===== src/rtl/regfile_pkg.sv =====
// Register-file constants and port widths shared with Regfile, plus the dump engine's
// FSM encoding.
package regfile_pkg;
   localparam int REG_DATA_W = 16;
   localparam int REG_ADDR_W = 3;
   localparam int REG_NUM    = 8;

   typedef logic [REG_DATA_W-1:0] reg_data_t;
   typedef logic [REG_ADDR_W-1:0] reg_addr_t;

   typedef enum logic [2:0] {
      S_IDLE,
      S_READ,
      S_SEND0,
      S_SEND1,
      S_CHK,
      S_DONE
   } dump_state_e;
endpackage


===== src/rtl/regfile_dump_if.sv =====
// Valid/ready word stream from the dump engine (master) to a trace or debug consumer
// (slave).
interface regfile_dump_if #(
   parameter int DATA_W = regfile_pkg::REG_DATA_W,
   parameter int ADDR_W = regfile_pkg::REG_ADDR_W
);
   logic              out_valid;
   logic              out_ready;
   logic [DATA_W-1:0] out_data;
   logic [ADDR_W-1:0] out_index;
   logic              out_last;
   logic              out_chk;

   modport master (output out_valid, out_data, out_index, out_last, out_chk,
                   input  out_ready);
   modport slave  (input  out_valid, out_data, out_index, out_last, out_chk,
                   output out_ready);
endinterface


===== src/rtl/regdump_pair_buf.sv =====
// Two-entry capture buffer holding one coherent register pair, with the word-select
// mux that drives the stream data.
module regdump_pair_buf #(
   parameter int DATA_W = regfile_pkg::REG_DATA_W
) (
   input  logic              clock,
   input  logic              load,
   input  logic [DATA_W-1:0] d0,
   input  logic [DATA_W-1:0] d1,
   input  logic              sel,
   input  logic              oe,
   output logic [DATA_W-1:0] q
);
   logic [DATA_W-1:0] pair_q [2];

   // NOTE: no reset on the pair storage; it is always loaded before it is shown, and
   // the output is forced to zero whenever oe is low.
   always_ff @(posedge clock) begin
      if (load) begin
         pair_q[0] <= d0;
         pair_q[1] <= d1;
      end
   end

   assign q = oe ? pair_q[sel] : '0;
endmodule


===== src/rtl/regfile_dump.sv =====
// Register-file dump engine: reads two registers per READ cycle and streams them out.
// Define REGDUMP_CHKSUM_EN to append a wrapping checksum word after register 7.
module regfile_dump
   import regfile_pkg::*;
#(
   parameter int DATA_W   = REG_DATA_W,
   parameter int ADDR_W   = REG_ADDR_W,
   parameter int NUM_REGS = REG_NUM
) (
   input  logic              clock,
   input  logic              reset,
   input  logic              start,
   output logic              busy,
   output logic              done,
   output logic [ADDR_W-1:0] rd_addr1,
   output logic [ADDR_W-1:0] rd_addr2,
   input  logic [DATA_W-1:0] rd_data1,
   input  logic [DATA_W-1:0] rd_data2,
   regfile_dump_if.master    dump
);
   localparam int                PAIR_W = ADDR_W - 1;
   localparam logic [PAIR_W-1:0] LAST_P = PAIR_W'(NUM_REGS / 2 - 1);
`ifdef REGDUMP_CHKSUM_EN
   localparam bit CHK_EN = 1'b1;
`else
   localparam bit CHK_EN = 1'b0;
`endif

   dump_state_e       state_q, state_d;
   logic [PAIR_W-1:0] p_q, p_d;
   logic [DATA_W-1:0] word;
   logic              sending;

   assign sending = (state_q == S_SEND0) || (state_q == S_SEND1);

   regdump_pair_buf #(.DATA_W(DATA_W)) u_pair_buf (
      .clock (clock),
      .load  (state_q == S_READ),
      .d0    (rd_data1),
      .d1    (rd_data2),
      .sel   (state_q == S_SEND1),
      .oe    (sending),
      .q     (word)
   );

   // NOTE: registers use non-blocking assignments so every flop samples pre-edge values.
   always_ff @(posedge clock) begin
      if (reset) begin
         state_q <= S_IDLE;
         p_q     <= '0;
      end else begin
         state_q <= state_d;
         p_q     <= p_d;
      end
   end

`ifdef REGDUMP_CHKSUM_EN
   logic [DATA_W-1:0] sum_q;

   // Only register words are summed; the carry out of DATA_W is dropped.
   always_ff @(posedge clock) begin
      if (reset) begin
         sum_q <= '0;
      end else if (state_q == S_IDLE && start) begin
         sum_q <= '0;
      end else if (sending && dump.out_ready) begin
         sum_q <= sum_q + word;
      end
   end
`endif

   // NOTE: every signal written here gets a default first so no path infers a latch.
   always_comb begin
      state_d        = state_q;
      p_d            = p_q;
      busy           = (state_q != S_IDLE) && (state_q != S_DONE);
      done           = 1'b0;
      rd_addr1       = ADDR_W'(0);
      rd_addr2       = ADDR_W'(1);
      dump.out_valid = 1'b0;
      dump.out_index = '0;
      dump.out_last  = 1'b0;
      dump.out_chk   = 1'b0;
      dump.out_data  = word;

      case (state_q)
         S_IDLE: begin
            if (start) begin
               state_d = S_READ;
               p_d     = '0;
            end
         end
         S_READ: begin
            rd_addr1 = {p_q, 1'b0};
            rd_addr2 = {p_q, 1'b1};
            state_d  = S_SEND0;
         end
         S_SEND0: begin
            dump.out_valid = 1'b1;
            dump.out_index = {p_q, 1'b0};
            if (dump.out_ready) state_d = S_SEND1;
         end
         S_SEND1: begin
            dump.out_valid = 1'b1;
            dump.out_index = {p_q, 1'b1};
            dump.out_last  = (p_q == LAST_P) && !CHK_EN;
            if (dump.out_ready) begin
               if (p_q == LAST_P) begin
`ifdef REGDUMP_CHKSUM_EN
                  state_d = S_CHK;
`else
                  state_d = S_DONE;
`endif
               end else begin
                  p_d     = p_q + 1'b1;
                  state_d = S_READ;
               end
            end
         end
`ifdef REGDUMP_CHKSUM_EN
         S_CHK: begin
            dump.out_valid = 1'b1;
            dump.out_data  = sum_q;
            dump.out_last  = 1'b1;
            dump.out_chk   = 1'b1;
            if (dump.out_ready) state_d = S_DONE;
         end
`endif
         S_DONE: begin
            done    = 1'b1;
            state_d = S_IDLE;
         end
         default: state_d = S_IDLE;
      endcase
   end
endmodule


===== src/flat_wrapper.sv =====
// flat-port wrapper written by rule: the top's interface ports become plain ports
module regfile_dump_flat import regfile_pkg::*;
#(
   parameter int DATA_W   = REG_DATA_W,
   parameter int ADDR_W   = REG_ADDR_W,
   parameter int NUM_REGS = REG_NUM
)
  (clock, reset, start, busy, done, rd_addr1, rd_addr2, rd_data1, rd_data2, dump_out_valid, dump_out_data, dump_out_index, dump_out_last, dump_out_chk, dump_out_ready);
  regfile_dump_if #(.DATA_W(DATA_W), .ADDR_W(ADDR_W)) dump_i ();
  input  logic clock;
  input  logic reset;
  input  logic start;
  output logic busy;
  output logic done;
  output logic [ADDR_W-1:0] rd_addr1;
  output logic [ADDR_W-1:0] rd_addr2;
  input  logic [DATA_W-1:0] rd_data1;
  input  logic [DATA_W-1:0] rd_data2;
  output wire logic [$bits(dump_i.out_valid)-1:0] dump_out_valid;
  output wire logic [$bits(dump_i.out_data)-1:0] dump_out_data;
  output wire logic [$bits(dump_i.out_index)-1:0] dump_out_index;
  output wire logic [$bits(dump_i.out_last)-1:0] dump_out_last;
  output wire logic [$bits(dump_i.out_chk)-1:0] dump_out_chk;
  input wire logic [$bits(dump_i.out_ready)-1:0] dump_out_ready;
  assign dump_out_valid = dump_i.out_valid;
  assign dump_out_data = dump_i.out_data;
  assign dump_out_index = dump_i.out_index;
  assign dump_out_last = dump_i.out_last;
  assign dump_out_chk = dump_i.out_chk;
  assign dump_i.out_ready = dump_out_ready;
  regfile_dump #(.DATA_W(DATA_W), .ADDR_W(ADDR_W), .NUM_REGS(NUM_REGS)) u_core (.clock(clock), .reset(reset), .start(start), .busy(busy), .done(done), .rd_addr1(rd_addr1), .rd_addr2(rd_addr2), .rd_data1(rd_data1), .rd_data2(rd_data2), .dump(dump_i));
endmodule

===== config.mk =====
export PLATFORM = sky130hd
export DESIGN_NAME = regfile_dump_flat
export DESIGN_NICKNAME = d
export VERILOG_FILES = /design/src/rtl/regfile_pkg.sv /design/src/rtl/regfile_dump_if.sv /design/src/rtl/regdump_pair_buf.sv /design/src/rtl/regfile_dump.sv /design/src/flat_wrapper.sv
export SDC_FILE = /design/constraint.sdc
export NUM_CORES = 1
export LEC_CHECK = 0
export ABC_AREA = 0
export CAP_MARGIN = 10
export CORE_MARGIN = 5
export CORE_UTILIZATION = 35
export CTS_CLUSTER_SIZE = 28
export DETAILED_ROUTE_END_ITERATION = 7
export PLACE_DENSITY = 0.75
export SLEW_MARGIN = 20
export SYNTH_ARGS = -nofsm -noshare
export SYNTH_HDL_FRONTEND = slang
export SYNTH_SLANG_ARGS = --single-unit

===== constraint.sdc =====
create_clock -name clock -period 5.3 [get_ports clock]
set_input_delay 1.59 -clock clock [delete_from_list [all_inputs] [get_ports clock]]
set_output_delay 1.59 -clock clock [all_outputs]
set_load 0.01 [all_outputs]

==> impl_metrics.toml, run 1 <==
[yosys]
postSynthCellCount = 111
yosysMostFrequentCell = "edfxtp_1"
yosysTopAreaCellShare_pct = 61.1
yosys_warnings = 0
synth_edf_count = 32
synth.distinct_cells = 23
synth_seq_area_share_pct = 67.5
synth.avg_cell_area_um2 = 14.2
synth_top_area_cell = "edfxtp_1"
synthTopCellsByArea = "edfxtp_1 (61%), mux2i_1 (11%), dfxtp_1 (6.4%)"
async_flop_share_pct = 0
synth_seq_cells = 37
synth_commonest_cells = "edfxtp_1 (32), nor2_1 (19), mux2i_1 (18)"
netlist_area_um2 = 1570
ys.flop_type = "edfxtp_1"

[hold_path]
worstHoldPathCells = 2
worstHoldPathType = "flip-flop to flip-flop"

[power_and_ir_drop]
power_frac_comb_pct = 16.3
power.total_mw = 0.632
power.leakage_nw = 0.816
peakVddDrop_uv = 183
power.switching_mw = 0.146
swShare_pct = 23.1
seq_power_share_pct = 54.4
powerDensity_nw_per_um2 = 275
p_int_mw = 0.486
p_clk_share_pct = 29.3

[run_status]
outcome = "finished clean"

[timing]
maxSlewViolCount = 0
holdWs_ns = 0.543
fin_crit_sh_pct = 72.4
tightest_slew_ns = 0.700
period_needed_ns = 3.84
hold_violations = 0
setup_violations = 0
tns_ns = 0
fin_ws_ns = 1.46
timing.fmax_mhz = 261
slew_headroom_pct = 53.4
rsz0062_at_grt = "no"
finClkSkew_ns = 0.00448

[final_layout]
fill_cells = 347
syn_to_final_growth_pct = 46.0
nets = 210
final_cells = 226
fin_area_um2 = 2300
multiInputGateArea_um2 = 448
layout-drive-gt1-share_pct = 7.47
seq_area_um2 = 1060
diodes = 0
finish.utilization_pct = 52.7

[clock_network]
holdBufCountCts = 0
cts_sinks = 37
cts.htree.levels = 2
clk_latency_ns = 0.28
cts_resized = 0
cts_root_buffer = "clkbuf_8"
cts_setup_buffers = 0
cts_buffers = 5
cts_tree = "built"
path_clk_slew_ns = 0.07
clk_path_buf_depth = 2

[placed_design]
gp_congestion = 0.713
dpl_worst_slack_ns = 1.72
io_buffers = 62
dpl_cell_area_um2 = 2210
hpwl_um = 2550
place_inst = 218

[route]
drtIter0Drc = 72
drt-wirelength-per-cell_um = 15.3
ant_nets = 0
vias_per_cell = 4.62
drtPass1Iterations = 4
routed_wl_um = 3450
drc = 0
num_vias = 1045

[grt]
grt_start_max_net_pins = 35
track_usage_pct = 12.0
antenna_found_initial = 0
grt_pass1_vias = 1168
grt_pass1_wl_um = 5510
overflow = 0

[floorplanning]
die_h_um = 77.0
core-area_um2 = 4350
io_pins = 66
die_w_um = 77.0
initial_core_util_pct = 36.1
num_rows = 24
die_area_um2 = 5930

[setup_path]
critPathLaunchType = "flip-flop"
critPathMaxStageDelay_ns = 0.61
worst_ep_arrival_time_ns = 2.25
cp.required_ns = 3.71
reg2reg_depth = 4
crit_type = "flip-flop to output port"
cp_cell_sequence = "nand2b_1 > inv_2 > and2_1 > clkdlybuf4s50_1"
critPathMaxFanout = 17
critPathSlowestCell = "nand2b_1"
end_kind = "output port"

[job]
drv_cap = 0
[registers in the layout (all words and copies together), names as in the netlist]
register	count
u_core.state_q	3
u_core.p_q	2
u_core.u_pair_buf.pair_q	32
[per-layer routing]
layer / global-route usage [%] / vias up / routed length [um] / share of wire (%)
met3: 4.57 / 5 / 289 / 8.4
li1: - / 507 / - / -
met4: 6.19 / 0 / 62 / 1.8
met5: 0 / - / 0 / 0
met1: 12.1 / 491 / 1280 / 37
met2: 21.4 / 42 / 1810 / 53
[power groups by stage]
stage	registers, mW	clock network (mW)	logic (mW)
floorplan	0.350	0	0.0513
CTS	0.344	0.190	0.105
global placement	0.349	0	0.102
finish	0.344	0.185	0.103
global route	0.345	0.201	0.112
detailed placement	0.350	0	0.105
[worst max-delay path: cells and delay by family (launching register included)]
| kind | cells | cell delay (ns) |
|---|---|---|
| AND/OR/NAND/NOR | 2 | 0.82 |
| buffers and inverters | 2 | 0.65 |
| flip-flops | 1 | 0.49 |
[final cells by class]
cell class / instances / area share [%]
clock buffers: 6 / 3.16
clock inverters: 2 / 0.436
repair buffers: 64 / 27.7
well taps: 52 / 2.83
inverters: 1 / 0.163
flip-flops and latches: 37 / 46.2
multi-input cells: 64 / 19.5
[kinds of logic (layout without fill, tap and decap cells)]
family / after synthesis / count (layout) / share of synthesized area, %
other: 2 / 3 / 0.478
AOI/OAI and AO/OA: 4 / 4 / 2.15
buffers and inverters: 11 / 73 / 4.61
adders and majority gates: 1 / 1 / 0.795
and+or+nand+nor: 37 / 37 / 12.5
DFF: 37 / 37 / 67.5
muxes: 18 / 18 / 11.5
xor gates and xnor gates: 1 / 1 / 0.557
[worst paths after layout]
| kind | to | start | slack (ns) |
|---|---|---|---|
| worst max-delay path | dump_out_index[1] | u_core.state_q[2]$_SDFFE_PP0P_ | 1.46 |
| worst min-delay path | u_core.p_q[1]$_SDFFE_PP0P_ | u_core.p_q[1]$_SDFFE_PP0P_ | 0.54 |
| worst max register to register | u_core.p_q[0]$_SDFFE_PP0P_ | u_core.state_q[2]$_SDFFE_PP0P_ | 3.73 |
| worst min register to register | u_core.p_q[1]$_SDFFE_PP0P_ | u_core.p_q[1]$_SDFFE_PP0P_ | 0.54 |
[cells in the final DEF, fill, tap and decap left out, drive strengths merged]
cell           count
clkdlybuf4s50     62
edfxtp            32
nor2              19
mux2i             18
clkbuf             6
and2               5
dfxtp              5
nand2b             4
and3               3
conb               3
nand4b             2
clkinv             2
buf                2
o21ai              2
nor3b              1
inv                1
xnor2              1
and3b              1
or3b               1
a21boi             1
nand3              1
a21oi              1
ha                 1
Power figures use the tool's default switching activity.
==> run 2: changes to the inputs <==
Settings changed: PLACE_DENSITY 0.75 to 0.77.
Clock period 5.3 ns to 3.5 ns, I/O delays scaled along.
==> run 2 against run 1 <==
Against the previous run: clock skew fell by 0.00055 ns; sequential power rose by 51%; first-iteration DRC count fell by 31%; cell count rose by 0.44%; clock power rose by 50%; combinational power rose by 54%; register-to-register slack got worse by 1.8 ns; routed wire length fell by 0.81%; cell area rose by 0.49%; setup slack got worse by 1.2 ns.
==> impl_metrics.toml, run 2 (synthesized netlist as in run 1, its figures left out) <==
[setup_path]
crit_family = "simple AND/OR/NAND/NOR gates"
cp.buffers_inverters = 2
critPathCapture = "dump_out_last"
rr_endpoint = "u_core.u_pair_buf.pair_q[1][14]$_DFFE_PN_"
critPathMaxFanout = 17
worst_ep_arrival_time_ns = 2.23
cp.depth = 4
end_kind = "output port"
reg2reg_depth = 3
critPathLaunchType = "flip-flop"
reg2reg_slack_ns = 1.92
cp_cell_sequence = "nand2b_1 > inv_2 > and3_1 > clkdlybuf4s50_1"
startpoint = "u_core.state_q[2]$_SDFFE_PP0P_"
critPathMaxStageDelay_ns = 0.59
worstReg2RegStart = "u_core.state_q[0]$_SDFFE_PP0P_"
cp.required_ns = 2.45
critPathSlowestCell = "nand2b_1"
crit_type = "flip-flop to output port"

[floorplanning]
die_h_um = 77.0
core-area_um2 = 4350
die_w_um = 77.0
die_area_um2 = 5930
num_rows = 24
io_pins = 66
initial_core_util_pct = 36.1

[timing]
fin_ws_ns = 0.218
slew_headroom_pct = 55.2
tns_ns = 0
period_needed_ns = 3.28
hold_violations = 0
tightest_slew_ns = 0.671
fin_crit_sh_pct = 93.8
rsz0062_at_grt = "no"
timing.fmax_mhz = 305
setup_violations = 0
finClkSkew_ns = 0.00393
maxSlewViolCount = 0

[route]
drt-wirelength-per-cell_um = 15.1
vias_per_cell = 4.62
routed_wl_um = 3420
num_vias = 1049
ant_nets = 0
drtIter0Drc = 50
drtPass1Iterations = 4
drc = 0

[run_status]
outcome = "finished clean"

[power_and_ir_drop]
peakVddDrop_uv = 262
powerDensity_nw_per_um2 = 414
power.leakage_nw = 0.815

[placed_design]
gp_congestion = 0.713
dpl_worst_slack_ns = 0.482
io_buffers = 62
hpwl_um = 2550
place_inst = 219

[clock_network]
cts_tree = "built"
cts.htree.levels = 2
cts_buffers = 5
cts_sinks = 37
cts_setup_buffers = 0
clk_latency_ns = 0.28
cts_root_buffer = "clkbuf_8"
path_clk_slew_ns = 0.06
clk_path_buf_depth = 2
cts_resized = 0
holdBufCountCts = 0

[final_layout]
diodes = 0
fill_cells = 344
layout-drive-gt1-share_pct = 6.86
final_common_cell = "clkdlybuf4s50_1"
final_cell_mix = "clkdlybuf4s50_1 (62), edfxtp_1 (32), nor2_1 (19), mux2i_1 (18)"
final_cells = 227
regMostFlops = "u_core.u_pair_buf.pair_q"
reg_top3 = "u_core.u_pair_buf.pair_q (32), u_core.state_q (3), u_core.p_q (2)"
largest_reg_flops = 32
nets = 211
syn_to_final_growth_pct = 46.7

[grt]
grt_pass1_vias = 1160
grt_start_max_net_pins = 33
antenna_found_initial = 0
grt_pass1_wl_um = 5370
track_usage_pct = 11.7
overflow = 0

[hold_path]
worstHoldPathType = "flip-flop to flip-flop"

[job]
drv_cap = 0
==> run 2: cell types whose count changed in the layout (fill, tap and decap cells not counted), sizes merged <==
cell	before	now
clkinv	2	0
buf	2	3
clkbuf	6	8
==> run 2: worst min path at each step <==
stage,from,endpoint,slack [ns],cells past startpoint
4_1_cts,u_core.p_q[1]$_SDFFE_PP0P_,u_core.p_q[1]$_SDFFE_PP0P_,0.52,2
6_report,u_core.p_q[1]$_SDFFE_PP0P_,u_core.p_q[1]$_SDFFE_PP0P_,0.52,2
5_1_grt,u_core.p_q[1]$_SDFFE_PP0P_,u_core.p_q[1]$_SDFFE_PP0P_,0.55,2
3_5_place_dp,u_core.p_q[1]$_SDFFE_PP0P_,u_core.p_q[1]$_SDFFE_PP0P_,0.50,2
2_1_floorplan,u_core.p_q[1]$_SDFFE_PP0P_,u_core.p_q[1]$_SDFFE_PP0P_,0.47,2
3_3_place_gp,u_core.p_q[1]$_SDFFE_PP0P_,u_core.p_q[1]$_SDFFE_PP0P_,0.49,2
==> run 2: layout make-up <==
cell class / count / area [um^2] / area share (%)
inverter: 1 / 3.75 / 0.163
timing repair buffer: 65 / 643 / 27.9
sequential: 37 / 1060 / 46.0
multi-input combinational: 64 / 454 / 19.7
clock buffer: 8 / 80.1 / 3.47
tap: 52 / 65.1 / 2.82
==> run 2: through the flow <==
step | hold slack [ns] | utilization [%] | cell area, um^2 | power [mW]
5_1_grt | 0.549 | 53.0 | 2310 | 1.00
6_report | 0.519 | 53.0 | 2310 | 0.956
2_1_floorplan | 0.468 | - | 1580 | 0.607
4_1_cts | 0.516 | 53.0 | 2310 | 0.968
3_3_place_gp | 0.494 | 51.1 | 2230 | 0.686
3_5_place_dp | 0.504 | 51.1 | 2230 | 0.692
==> run 2: power by group <==
part	total, mW	leakage [nW]	internal [mW]	switching, mW
sequential	0.521	0.337	0.512	0.00889
combinational	0.159	0.439	0.0893	0.0695
clock	0.277	0.0395	0.141	0.135
==> run 2: worst reg2reg max path: cells and delay by family (launching register included) <==
family        cells  cell delay (ns)
buf+inv           2             0.64
flops             1             0.34
simple gates      1             0.24
==> run 2: metal layers <==
layer  wire length, um  track usage (%)  up-vias
met5                 0                0        -
met4                46             4.12        0
met3               270             5.50        4
met2              1670             19.8       45
met1              1430             12.7      491
li1                  -                -      509
==> run 3: changes to the inputs <==
Settings changed: CAP_MARGIN 10 to not set, CORE_MARGIN 5 to not set.
==> run 3 against run 2 <==
Against the previous run: global-route usage up 2.3 points; non-clock buffer count up 1; critical path depth unchanged; largest power group unchanged; first-iteration DRC count down 30%; sequential share of layout area down 0.42 points; via count down 0.19%; sequential power about the same; flip-flop and latch count unchanged; register-to-register slack better by 0.06 ns.
==> impl_metrics.toml, run 3 (synthesized netlist as in run 1, its figures left out) <==
[run_status]
outcome = "finished clean"

[placed_design]
dpl_worst_slack_ns = 0.681
hpwl_um = 2310
gp_congestion = 0.752
place_inst = 220
io_buffers = 62

[timing]
rsz0062_at_grt = "no"
tns_ns = 0
period_needed_ns = 3.10
fin_ws_ns = 0.398
timing.fmax_mhz = 322
hold_violations = 0
holdWs_ns = 0.523
fin_crit_sh_pct = 88.6
finClkSkew_ns = 0.00153
setup_violations = 0
maxSlewViolCount = 0

[power_and_ir_drop]
powerDensity_nw_per_um2 = 421
power_frac_comb_pct = 16.2
power.switching_mw = 0.219
p_int_mw = 0.762
p_clk_share_pct = 30.7
power.leakage_nw = 0.824
swShare_pct = 22.3
seq_power_share_pct = 53.1
peakVddDrop_uv = 298

[final_layout]
final_cells = 228
syn_to_final_growth_pct = 48.1
seq_area_um2 = 1060
final_cell_mix = "clkdlybuf4s50_1 (62), edfxtp_1 (32), nor2_1 (19), mux2i_1 (18), clkbuf_8 (6)"
reg_top3 = "u_core.u_pair_buf.pair_q (32), u_core.state_q (3), u_core.p_q (2)"
diodes = 0
final_common_cell = "clkdlybuf4s50_1"
multiInputGateArea_um2 = 454
regMostFlops = "u_core.u_pair_buf.pair_q"
nets = 212
finish.utilization_pct = 53.8
fill_cells = 371
largest_reg_flops = 32
layout-drive-gt1-share_pct = 8.52

[grt]
antenna_found_initial = 0
grt_pass1_vias = 1112
grt_pass1_wl_um = 5260
grt_start_max_net_pins = 33
overflow = 0
track_usage_pct = 14.0

[route]
routed_wl_um = 3100
drc = 0
vias_per_cell = 4.59
ant_nets = 0
drt-wirelength-per-cell_um = 13.6
drtIter0Drc = 35
num_vias = 1047
drtPass1Iterations = 4

[job]
drv_cap = 0

[floorplanning]
die_h_um = 69.0
io_pins = 66
core-area_um2 = 4320
num_rows = 24
initial_core_util_pct = 36.4
die_w_um = 69.0
die_area_um2 = 4770

[clock_network]
cts_setup_buffers = 0
cts_sinks = 37
path_clk_slew_ns = 0.07
clk_path_buf_depth = 2
cts_buffers = 5
holdBufCountCts = 0
cts.htree.levels = 2
cts_tree = "built"
cts_root_buffer = "clkbuf_8"
clk_latency_ns = 0.27
cts_resized = 0

[hold_path]
worstHoldPathType = "flip-flop to flip-flop"

[setup_path]
end_kind = "output port"
crit_type = "flip-flop to output port"
critPathMaxFanout = 11
cp.required_ns = 2.45
reg2reg_slack_ns = 1.98
worst_ep_arrival_time_ns = 2.05
critPathLaunchType = "flip-flop"
==> run 3: cell count changes in the layout (fill, tap and decap cells not counted) <==
| cell | before | now |
|---|---|---|
| clkinvlp_4 | 0 | 1 |
| buf_4 | 3 | 4 |
| clkbuf_1 | 3 | 1 |
| clkbuf_8 | 5 | 6 |
==> run 3: metrics by stage <==
step | power, mW | instance area [um^2]
6_report | 0.981 | 2330
3_5_place_dp | 0.692 | 2230
2_1_floorplan | 0.607 | 1580
5_1_grt | 1.03 | 2330
4_1_cts | 0.994 | 2330
3_3_place_gp | 0.686 | 2230
==> run 3: final timing paths <==
kind              cells past startpoint                           start                                  endpoint
hold / removal                        2      u_core.p_q[1]$_SDFFE_PP0P_                u_core.p_q[1]$_SDFFE_PP0P_
hold reg to reg                       2      u_core.p_q[1]$_SDFFE_PP0P_                u_core.p_q[1]$_SDFFE_PP0P_
setup reg to reg                      3  u_core.state_q[0]$_SDFFE_PP0P_  u_core.u_pair_buf.pair_q[1][5]$_DFFE_PN_
setup / recovery                      4  u_core.state_q[1]$_SDFFE_PP0P_                          dump_out_data[8]
==> run 3: layout make-up <==
class	instances	area share, %
clock buffers	7	3.71
inverters	1	0.161
repair buffers	66	27.9
multi-input cells	64	19.5
flip-flops and latches	37	45.6
well taps	52	2.79
clock inverters	1	0.322
==> run 3: power by group through the flow <==
stage	registers, mW	logic (mW)	clock network, mW
CTS	0.521	0.162	0.310
global route	0.524	0.173	0.331
global placement	0.529	0.157	0
detailed placement	0.531	0.161	0
floorplan	0.529	0.0781	0
finish	0.521	0.159	0.301
==> run 3: critical path, stage by stage, from the launching register on <==
cell             delay (ns)
dfxtp_1                0.51
nand2b_1               0.32
buf_4                  0.27
nor2_1                 0.12
clkdlybuf4s50_1        0.55
==> run 3: routing by layer <==
layer	track usage [%]	part of all wire, %	vias to the layer above
li1	-	-	511
met1	17.3	43	486
met2	23.6	51	48
met3	4.68	5.8	2
met4	3.17	0.61	0
met5	0	0	-
